`config.mk`:
```
export PLATFORM = sky130hd
export DESIGN_NAME = upc_tag_transmitter
export DESIGN_NICKNAME = d
export VERILOG_FILES = /design/src/rtl/upc_tag_transmitter_pkg.sv /design/src/rtl/upc_tag_transmitter_bit_timer.sv /design/src/rtl/upc_tag_transmitter.sv
export SDC_FILE = /design/constraint.sdc
export NUM_CORES = 1
export LEC_CHECK = 0
export BUFFER_PORTS_ARGS = -buffer_cell sky130_fd_sc_hd__buf_2
export CORE_MARGIN = 2
export CORE_UTILIZATION = 35
export DETAILED_ROUTE_END_ITERATION = 10
export SLEW_MARGIN = 5
export SYNTH_ARGS = -nofsm -noshare
export SYNTH_HDL_FRONTEND = slang
export SYNTH_SLANG_ARGS = --single-unit
```
`constraint.sdc`:
```
create_clock -name CLOCK_50 -period 2.3 [get_ports CLOCK_50]
set_input_delay 0.46 -clock CLOCK_50 [delete_from_list [all_inputs] [get_ports CLOCK_50]]
set_output_delay 0.46 -clock CLOCK_50 [all_outputs]
set_load 0.1 [all_outputs]
```
`src/rtl/upc_tag_transmitter_pkg.sv`:
```
// Shared definitions for the UPC tag transmitter.
// Holds the catalogued item codes, the serial FSM state encoding, the frame
// length in bits and the helper that decides whether an item code is valid.
package upc_tag_transmitter_pkg;

    localparam logic [3:0] ITEM_GLASSES = 4'd0;
    localparam logic [3:0] ITEM_TOPHAT  = 4'd1;
    localparam logic [3:0] ITEM_WATER   = 4'd3;
    localparam logic [3:0] ITEM_PISTOL  = 4'd4;
    localparam logic [3:0] ITEM_GAS     = 4'd5;
    localparam logic [3:0] ITEM_SHIRT   = 4'd6;

    // start, M, U, P, C, parity, stop
    localparam int FRAME_BITS = 7;

    typedef enum logic [2:0] {
        ST_IDLE,
        ST_START,
        ST_DATA,
        ST_PARITY,
        ST_STOP
    } tx_state_t;

    function automatic logic is_valid_code(input logic [3:0] code);
        case (code)
            ITEM_GLASSES, ITEM_TOPHAT, ITEM_WATER,
            ITEM_PISTOL, ITEM_GAS, ITEM_SHIRT: return 1'b1;
            default:                           return 1'b0;
        endcase
    endfunction

endpackage

```
`src/rtl/upc_tag_transmitter_bit_timer.sv`:
```
// Bit-period timer for the UPC tag transmitter.
// Counts 0..BIT_CYCLES-1 while enabled and wraps on terminal count.
// Ports:
//   clk     in  clock
//   clear   in  synchronous clear, forces the count to 0
//   enable  in  advance the count this cycle
//   tc      out terminal count (last cycle of a bit period)
//   pre_tc  out count is one short of terminal; lets the caller register
//               an output that must line up with the terminal cycle
module upc_bit_timer #(
    parameter int BIT_CYCLES = 4
) (
    input  logic clk,
    input  logic clear,
    input  logic enable,
    output logic tc,
    output logic pre_tc
);

    localparam logic [7:0] LAST     = 8'(BIT_CYCLES - 1);
    localparam logic [7:0] PRE_LAST = 8'(BIT_CYCLES - 2);

    logic [7:0] count;

    always_ff @(posedge clk) begin
        if (clear) begin
            count <= 8'd0;
        end else if (enable) begin
            count <= tc ? 8'd0 : count + 8'd1;
        end
    end

    assign tc     = enable && (count == LAST);
    assign pre_tc = enable && (count == PRE_LAST);

endmodule

```
`src/rtl/upc_tag_transmitter.sv`:
```
// UPC tag transmitter: accepts a 4-bit item code {M,U,P,C}, rejects codes
// that are not catalogued items, and shifts out a framed, parity-protected
// tag: start(0), M, U, P, C, parity, stop(1), each held BIT_CYCLES cycles.
// Ports:
//   CLOCK_50 in  system clock
//   reset    in  synchronous active-high reset
//   code     in  item code {M,U,P,C}
//   send     in  request, accepted when ready=1
//   ready    out high only while idle
//   tx       out serial line, idles high
//   busy     out high from start bit through stop bit
//   done     out one-cycle pulse on the final stop-bit cycle
//   err      out one-cycle pulse after a request with an invalid code
module upc_tag_transmitter
    import upc_tag_transmitter_pkg::*;
#(
    parameter int BIT_CYCLES = 4,
    parameter int ODD_PARITY = 0
) (
    input  logic       CLOCK_50,
    input  logic       reset,
    input  logic [3:0] code,
    input  logic       send,
    output logic       ready,
    output logic       tx,
    output logic       busy,
    output logic       done,
    output logic       err
);

    tx_state_t  state;
    tx_state_t  state_next;
    logic [1:0] idx;
    logic [1:0] idx_next;
    logic [3:0] data_q;
    logic       parity_q;
    logic       tx_next;
    logic       accept;
    logic       reject;
    logic       tc;
    logic       pre_tc;
    logic       timer_clear;

    assign accept      = (state == ST_IDLE) && send && is_valid_code(code);
    assign reject      = (state == ST_IDLE) && send && !is_valid_code(code);
    assign timer_clear = reset || (state == ST_IDLE);

    upc_bit_timer #(
        .BIT_CYCLES(BIT_CYCLES)
    ) u_bit_timer (
        .clk   (CLOCK_50),
        .clear (timer_clear),
        .enable(state != ST_IDLE),
        .tc    (tc),
        .pre_tc(pre_tc)
    );

    // Next state and the tx value for the next cycle. tx is decoded from the
    // upcoming state so the line itself can be a plain register.
    always_comb begin
        state_next = state;
        idx_next   = idx;
        case (state)
            ST_IDLE: begin
                if (accept) begin
                    state_next = ST_START;
                end
            end
            ST_START: begin
                if (tc) begin
                    state_next = ST_DATA;
                    idx_next   = 2'd3;
                end
            end
            ST_DATA: begin
                if (tc) begin
                    if (idx == 2'd0) begin
                        state_next = ST_PARITY;
                    end else begin
                        idx_next = idx - 2'd1;
                    end
                end
            end
            ST_PARITY: begin
                if (tc) begin
                    state_next = ST_STOP;
                end
            end
            ST_STOP: begin
                if (tc) begin
                    state_next = ST_IDLE;
                end
            end
            default: begin
                state_next = ST_IDLE;
            end
        endcase

        tx_next = 1'b1;
        case (state_next)
            ST_START:  tx_next = 1'b0;
            ST_DATA:   tx_next = data_q[idx_next];
            ST_PARITY: tx_next = parity_q;
            default:   tx_next = 1'b1;
        endcase
    end

    // State, latched code and registered outputs. done is set one cycle early
    // (pre_tc) so that the registered pulse lands on the final stop cycle.
    always_ff @(posedge CLOCK_50) begin
        if (reset) begin
            state    <= ST_IDLE;
            idx      <= 2'd0;
            data_q   <= 4'd0;
            parity_q <= 1'b0;
            tx       <= 1'b1;
            ready    <= 1'b1;
            busy     <= 1'b0;
            done     <= 1'b0;
            err      <= 1'b0;
        end else begin
            state <= state_next;
            idx   <= idx_next;
            if (accept) begin
                data_q   <= code;
                parity_q <= (ODD_PARITY != 0) ? ~^code : ^code;
            end
            tx    <= tx_next;
            ready <= (state_next == ST_IDLE);
            busy  <= (state_next != ST_IDLE);
            done  <= (state == ST_STOP) && pre_tc;
            err   <= reject;
        end
    end

endmodule

```
Word level (Yosys, flattened, before mapping)
Index checks and enable logic that the tools add are counted.
Widths: inputs -> output; s select.
{ "classes": {"add_sub_neg": 2, "n_eq_ne": 14, "reduce_logical": 16, "muxes": 16, "bitwise": 0, "multipliers": 0, "n_div": 0, "n_lt_le_gt_ge": 1, "n_shift": 0} }
{ "ops": {"columns": ["op", "count"], "rows": [
  ["$mux 3", 6],
  ["$eq 8x2->1 const B", 2],
  ["$pmux 3 s5", 1],
  ["$eq 3x2->1 const B", 4],
  ["$eq 4x3->1 const B", 3],
  ["$add 8x1->8 const B", 1],
  ["$mux 8", 1],
  ["$eq 3x1->1 const B", 2],
  ["$logic_and 1x1->1", 6],
  ["$logic_not 3->1", 2],
  ["$mux 2", 3],
  ["$reduce_bool 3->1", 2],
  ["$reduce_or 6->1", 1],
  ["$eq 4x1->1 const B", 1],
  ["$eq 4x2->1 const B", 1],
  ["$logic_not 4->1", 1],
  ["$pmux 2 s2", 1],
  ["$reduce_xor 4->1", 1],
  ["$eq 3x3->1 const B", 1],
  ["$lt 2x3->1 const B", 1],
  ["$pmux 1 s3", 1],
  ["$bmux 1 s2", 1],
  ["$logic_not 2->1", 1],
  ["$mux 1", 2],
  ["3 further kinds", 3]
]} }
{ "totals": {"mem_count": 0, "input_bits": 7, "ff_bits": 23, "mem_bits_rw": 0, "mem_bits_ro": 0, "latchBits": 0, "output_inout_bits": 5} }

Logic depth before layout (Yosys ltp)
Gate-level depths: netlist of run 1.
{ "logic_depth": {"ltp_word": 8, "depth_mapped": 7} }

By module
Synthesis of run 1 repeated with hierarchy kept, for this count alone.
{ "unflattened": {"cells_unflattened": 133, "hier_area_um2": 1283.7} }
{ "modules_own_cells": {"columns": ["mod", "cells_each", "area_each_um2", "n_inst"], "rows": [
  ["upc_tag_transmitter", 83, 827.0, 1],
  ["upc_bit_timer", 50, 456.7, 1]
]} }

Worst setup path before layout of run 1
Ideal clock, no wire load.
{ "synth_path": {"kind": "register to register", "startpoint": "register u_bit_timer.count[0]", "endpoint": "register tx", "synth_period_minus_slack_ps": 2151, "setup_ps": 129, "path_buffers": 1, "arrival_ps": 2022, "setup_slack_ps": 149, "required_ps": 2171, "path_stages_with_launch": 8, "cell_sequence": "dfxtp_1 > ha_1 > or3b_1 > buf_8 > or4_4 > and3_1 > o211ai_1 > nand4bb_1"} }
{ "synth_between": {"elab_chain_cells": 7, "elab_cells_between_ends": 16, "cone_classes": "eq/ne: 4; mux: 11; reduce/logical: 1"} }
{ "synth_lines": {"columns": ["element", "line_no", "rtl"], "rows": [
  ["start: declaration", "upc_tag_transmitter_bit_timer.sv:23", "logic [7:0] count;"],
  ["start signal: assignment", "upc_tag_transmitter_bit_timer.sv:29", "count <= tc ? 8'd0 : count + 8'd1;"],
  ["$eq 8x2->1 *", "upc_tag_transmitter_bit_timer.sv:33", "assign tc = enable && (count == LAST);"],
  ["$logic_and 1x1->1 *", "upc_tag_transmitter_bit_timer.sv:33", null],
  ["$mux 2, on equally long branches", "upc_tag_transmitter.sv:76, upc_tag_transmitter.sv:70", null],
  ["$pmux 2 s2", "upc_tag_transmitter.sv:63", "case (state)"],
  ["$bmux 1 s2", "upc_tag_transmitter.sv:102", "ST_DATA: tx_next = data_q[idx_next];"],
  ["$mux 1 (implied by the code)", "upc_tag_transmitter.sv:102", null],
  ["$pmux 1 s3 *", "upc_tag_transmitter.sv:100", "case (state_next)"],
  ["end signal: assignment", "upc_tag_transmitter.sv:128", "tx <= tx_next;"],
  ["end: declaration", "upc_tag_transmitter.sv:25", "output logic tx,"]
]} }
Mark *: on every way between the ends. The rest lies on a longest branch, timed or not. The select of a mux whose other input is x is not followed.
A chain may end at the register's enable or synchronous reset.

Worst setup path after layout of run 1
Ends and elaborated chain as after synthesis.

==> results.ini, run 1 <==
[global_routing]
antenna_found_initial = 0
grt_max_degree = 16
grt_pass1_vias = 901
overflow = 0
track_usage_pct = 13.44
grt_pass1_wl_um = 3788

[timing]
fin_skew_ps = 0.9375
setup-violations-final = 0
slew_viol_final = 0
tightest_slew_ps = 475.1
timing.slew.headroom_pct = 68.03
setup_tns_ps = 0
worst_slack_ps = 107.9
post-route-period-util_pct = 95.31
fmax_ghz = 0.4562
hold_violations = 0
min_period_ps = 2192
rsz0062_at_grt = false

[min_path]
whs_path_depth = 3
hold_path_end = data_q[3]
hp-class = primary input to register
hp-start = code[3]

[run_status]
outcome = complete, no violations

[critical_path]
r2r-start = u_bit_timer.count[0]
r2r_slack_ps = 110
critical-path-max-stage-delay_ps = 540
end_kind = register
r2r_cells = 6
crit_path_max_fanout = 6
critPathSlowestCell = or4_4
path_cells = ha_1, or3b_1, or4_4, and3_1, o211ai_1, nand4bb_1
cp.required_ps = 2500
crit_type = register to register
r2r_end = tx
arrival_ps = 2390
cp-start-kind = register

[yosys]
avgSynthCellArea_um2 = 8.940
synthMuxAreaShare_pct = 6.090
synth_xor_area_share_pct = 4.487
ys_seq_elements = 23
ys_async_sr_fraction_pct = 0
synth-edff-count = 0
synth_cells = 131
synth_top_family_by_area = simple AND/OR/NAND/NOR gates
synth_top_flop_cell = dfxtp_1
syn_nets = 146
yosysTopAreaCellShare_pct = 39.32
yosys.area.top_type = dfxtp_1
syn_area_um2 = 1171
ys_types = 37
synth_area_leaders = dfxtp_1 (39%), ha_1 (8.5%), nor2_1 (6.1%), mux2i_1 (5.1%), xor2_1 (3.0%)
synthAdderAreaFrac_pct = 8.547
yosysSeqAreaShare_pct = 39.32
yosys_warnings = 0
yosys.area_share.simple_pct = 23.72
synth_compound_area_share_pct = 11.97

[clocking]
cts_buffers = 3
post_cts_buffers = 0
tritoncts = yes
ctsHtreeMaxLevel = 1
postCtsResizedCells = 0
cts_sinks = 23
clk_pin_slew_ps = 120
clk_latency_ps = 320
cts_hold_buf = 0
cts_buffer_depth = 2
cts_root_buffer = clkbuf_4

[cells_and_area]
drive_gt1_share_pct = 19.18
n_antenna_cell = 0
layout.cells.non_filler = 192
final_util_pct = 40.61
nets = 162
area_growth_pct = 13.89
final_common_cell = dfxtp_1
final_cell_mix = dfxtp_1 (23), nor2_1 (19), buf_2 (11), inv_1 (8), ha_1 (8)

[die]
placementRows = 21
die_area_um2 = 3825
core_region_area_um2 = 3284
initial_core_util_pct = 35.66
die_y_um = 61.85
io_pins = 12
die_w_um = 61.85

[power_and_ir_drop]
leakage_nw = 0.5422
switching_share_pct = 28.51
p_sw_mw = 0.2031
clockPowerShare_pct = 26.5
pwr-share-seq_pct = 58.1
p_per_area_nw_per_um2 = 534.2
fin_total_pwr_mw = 0.7124
combPwrFrac_pct = 15.4
p_int_mw = 0.5093
worst_ir_drop_vdd_uv = 150.1

[routing]
wire_per_inst_um = 11.80
ant_nets = 0
drt_wl_total_um = 2265
drt_iter0_drc = 22
vias = 953
routed_via_density = 4.964
firstDrtPassIters = 4
drc = 0

[place]
numPortBuffers = 11
dpl.cell_count = 188
dp_slack_ps = 89.08
gp_congestion = 0.8141
dpl.hpwl_um = 1741

[job]
drv_cap = 0

[critical path: cells and delay by family (launching register included)]
kind	cells	cell delay (ps)
simple gates	4	1330
flops	1	400
fa+ha+maj	1	180
compound gates	1	170
[layout make-up]
class / instances / area [um^2]
clock inverter: 1 / 5.005
multi-input combinational: 93 / 650.6
tap: 46 / 57.56
fill: 339 / 1951
clock buffer: 3 / 22.52
timing repair buffer: 18 / 107.6
sequential: 23 / 460.4
inverter: 8 / 30.03
[cells by family after synthesis]
kind of cell	after synthesis
muxes	7
adders and majority gates	8
xor gates and xnor gates	6
DFF	23
AOI/OAI and AO/OA	21
buffers and inverters	15
and+or+nand+nor	51
[power by group through the flow]
stage	clock network [mW]	logic, mW	registers (mW)
after detailed placement	0	0.110	0.423
after floorplan	0	0.0464	0.458
final	0.189	0.110	0.414
after global placement	0	0.108	0.423
after global routing	0.205	0.119	0.416
after CTS	0.192	0.111	0.415
[flip-flops by register name (all words and copies together) (netlist names)]
signal,count
state,3
tx,1
u_bit_timer.count,8
data_q,4
done,1
idx,2
busy,1
err,1
parity_q,1
ready,1
[worst max path at each step]
| stage | from | endpoint | slack [ps] | cells past startpoint |
|---|---|---|---|---|
| after floorplan | u_bit_timer.count[0] | tx | 150 | 7 |
| after global placement | u_bit_timer.count[2] | tx | 170 | 5 |
| after detailed placement | u_bit_timer.count[2] | tx | 90 | 5 |
| after CTS | u_bit_timer.count[2] | tx | 80 | 5 |
| after global routing | u_bit_timer.count[0] | tx | 40 | 6 |
| final | u_bit_timer.count[0] | tx | 110 | 6 |
[stage by stage]
step / hold WS [ps] / cell area [um^2]
6_report: 392.3 / 1334
4_1_cts: 385.9 / 1325
3_3_place_gp: 444.5 / 1297
5_1_grt: 401.7 / 1334
3_5_place_dp: 453.6 / 1297
2_1_floorplan: 429.8 / 1171
[layer usage]
metal | vias to the layer above | part of all wire [%] | global-route usage, %
li1 | 491 | - | -
met1 | 444 | 47 | 16.58
met2 | 13 | 47 | 22.56
met3 | 5 | 3.1 | 2.484
met4 | 0 | 2.4 | 6.383
met5 | - | 0 | 0
[synth_stat cells, types with 3 or more instances]
library cell and n:
dfxtp_1 23, nor2_1 19, ha_1 8, inv_1 8, mux2i_1 6, clkbuf_1 5, nand2_1 5, a21oi_1 4
nand4_1 4, xor2_1 4, and3_1 3, nor3_1 3, nor4_1 3, o211ai_1 3, o31ai_1 3, or3_1 3
Power figures use the tool's default switching activity.
==> inputs of run 2 (changes only) <==
--- a/config.mk
+++ b/config.mk
@@ -6,9 +6,12 @@
 export NUM_CORES = 1
 export LEC_CHECK = 0
 export BUFFER_PORTS_ARGS = -buffer_cell sky130_fd_sc_hd__buf_2
+export CELL_PAD_IN_SITES_DETAIL_PLACEMENT = 0
+export CELL_PAD_IN_SITES_GLOBAL_PLACEMENT = 1
 export CORE_MARGIN = 2
 export CORE_UTILIZATION = 35
 export DETAILED_ROUTE_END_ITERATION = 10
+export PLACE_DENSITY_LB_ADDON = 0.1
 export SLEW_MARGIN = 5
 export SYNTH_ARGS = -nofsm -noshare
 export SYNTH_HDL_FRONTEND = slang
==> run 2 against run 1 <==
Clock-buffer cell count increased by 1. Largest power group unchanged. Final area decreased by 0.19%. Highest routed layer unchanged. Non-clock buffer count increased by 1. Cell count increased by 0.52%. Die area unchanged. Sequential power about the same. Clock skew about the same. Power about the same. Critical path type unchanged. Setup slack improved by 10 ps.
==> results.ini, run 2 (synthesized netlist as in run 1, its figures left out) <==
[power_and_ir_drop]
combPwrFrac_pct = 15.6  ; +0.2 points
switching_share_pct = 28.14  ; -0.37 points
clockPowerShare_pct = 26.3  ; -0.2 points
leakage_nw = 0.5459  ; +0.67%
p_int_mw = 0.5115  ; +0.44%
worst_ir_drop_vdd_uv = 179.0  ; +19%
pwr-share-seq_pct = 58.2  ; about the same
p_per_area_nw_per_um2 = 534.7  ; +0.10%
fin_total_pwr_mw = 0.7118  ; about the same
p_sw_mw = 0.2003  ; -1.4%

[routing]
firstDrtPassIters = 4  ; unchanged
routed_via_density = 4.948  ; -0.31%
drt_wl_total_um = 2335  ; +3.1%
drc = 0  ; unchanged
wire_per_inst_um = 12.10  ; +2.6%
ant_nets = 0  ; unchanged
drt_iter0_drc = 49  ; +120%
vias = 955  ; +0.21%

[clocking]
clk_latency_ps = 300  ; -20 ps
tritoncts = yes
ctsHtreeMaxLevel = 1  ; unchanged
clk_pin_slew_ps = 120  ; about the same
post_cts_buffers = 0  ; unchanged
postCtsResizedCells = 0  ; unchanged
cts_buffer_depth = 2  ; unchanged
cts_sinks = 23  ; unchanged
cts_buffers = 3  ; unchanged
cts_hold_buf = 0  ; unchanged
cts_root_buffer = clkbuf_4

[global_routing]
overflow = 0  ; unchanged
grt_pass1_vias = 893  ; -0.89%
grt_pass1_wl_um = 3905  ; +3.1%
grt_max_degree = 16  ; unchanged
track_usage_pct = 14.10  ; +0.66 points
antenna_found_initial = 0  ; unchanged

[timing]
post-route-period-util_pct = 94.87  ; -0.43 points
whs_ps = 405.7  ; +13.35 ps
slew_viol_final = 0  ; unchanged
timing.slew.headroom_pct = 64.39  ; -3.6 points
setup-violations-final = 0  ; unchanged
setup_tns_ps = 0  ; unchanged
worst_slack_ps = 117.9  ; +10.01 ps
fin_skew_ps = 1.117  ; +0.1799 ps
tightest_slew_ps = 529.2  ; +54.06 ps
hold_violations = 0  ; unchanged
fmax_ghz = 0.4583  ; +0.46%
min_period_ps = 2182  ; -10.01 ps
rsz0062_at_grt = false

[critical_path]
critPathSlowestCell = or4_1
critical-path-max-stage-delay_ps = 640  ; +100 ps
arrival_ps = 2380  ; about the same
cp_top_family = simple AND/OR/NAND/NOR gates
cp-start-kind = register
path_cells = or4_1, or4_4, and3_1, o211ai_1, nand4bb_1
end_kind = register
crit_type = register to register
crit_path_max_fanout = 6  ; unchanged
cp.required_ps = 2500  ; about the same
crit_buf_inv = 0  ; unchanged

[cells_and_area]
final_cell_mix = dfxtp_1 (23), nor2_1 (19), buf_2 (11)
nets = 163  ; +0.62%
final_util_pct = 40.53  ; -0.076 points
n_antenna_cell = 0  ; unchanged
layout.cells.non_filler = 193  ; +0.52%
design_area_um2 = 1331  ; -0.19%
area_growth_pct = 13.68
reg_top3 = u_bit_timer.count x8, data_q x4, state x3
final_common_cell = dfxtp_1
largest_reg_flops = 8  ; unchanged
largest_register = u_bit_timer.count
drive_gt1_share_pct = 17.69  ; -1.5 points

[run_status]
outcome = complete, no violations

[place]
numPortBuffers = 11  ; unchanged
gp_congestion = 0.6833  ; -16%
dpl.hpwl_um = 1800  ; +3.4%
dpl.cell_count = 189  ; +0.53%
dp_slack_ps = 129.2  ; +40.09 ps
placed_area_um2 = 1305  ; +0.58%

[die]
die_area_um2 = 3825  ; unchanged
io_pins = 12  ; unchanged
placementRows = 21  ; unchanged
die_w_um = 61.85  ; unchanged
die_y_um = 61.85  ; unchanged
initial_core_util_pct = 35.66  ; unchanged
core_region_area_um2 = 3284  ; unchanged

[job]
drv_cap = 0  ; unchanged

[min_path]
hp-class = primary input to register

run 2: cell count changes in the layout (fill, tap and decap cells not counted), sizes merged:
| cell | delta |
|---|---|
| clkinv | -1 |
| clkbuf | +1 |
| buf | +1 |
run 2: worst register-to-register path: stages, from the launching register on:
cell and delay (ps):
dfxtp_1 380, or4_1 640, or4_4 580, and3_1 200, o211ai_1 160, nand4bb_1 110
run 2: cell type report:
type                       count  area, um^2
inverter                       8       30.03
clock buffer                   4       26.28
sequential                    23       460.4
tap                           46       57.56
multi-input combinational     93       641.9
fill                         363        1953
timing repair buffer          19       115.1
run 2: power by group through the flow:
stage,clock [mW],combinational [mW],sequential (mW)
2_1_floorplan,0,0.0464,0.458
5_1_grt,0.219,0.121,0.416
3_5_place_dp,0,0.111,0.423
4_1_cts,0.203,0.112,0.415
3_3_place_gp,0,0.111,0.423
6_report,0.187,0.111,0.414
run 2: path summary, 6_finish.rpt:
kind | from | endpoint | slack, ps | cells after the start
min | code[3] | data_q[3] | 410 | 3
min reg2reg | u_bit_timer.count[0] | u_bit_timer.count[0] | 480 | 1
max reg2reg | u_bit_timer.count[3] | tx | 120 | 5
max | u_bit_timer.count[3] | tx | 120 | 5
run 2: metal layers:
metal / wire (um) / vias to the layer above / global-route usage [%]
met3: 57 / 2 / 2.484
met4: 19 / 0 / 6.383
met2: 1036 / 10 / 22.26
met5: 0 / - / 0
met1: 1222 / 445 / 18.79
li1: - / 498 / -
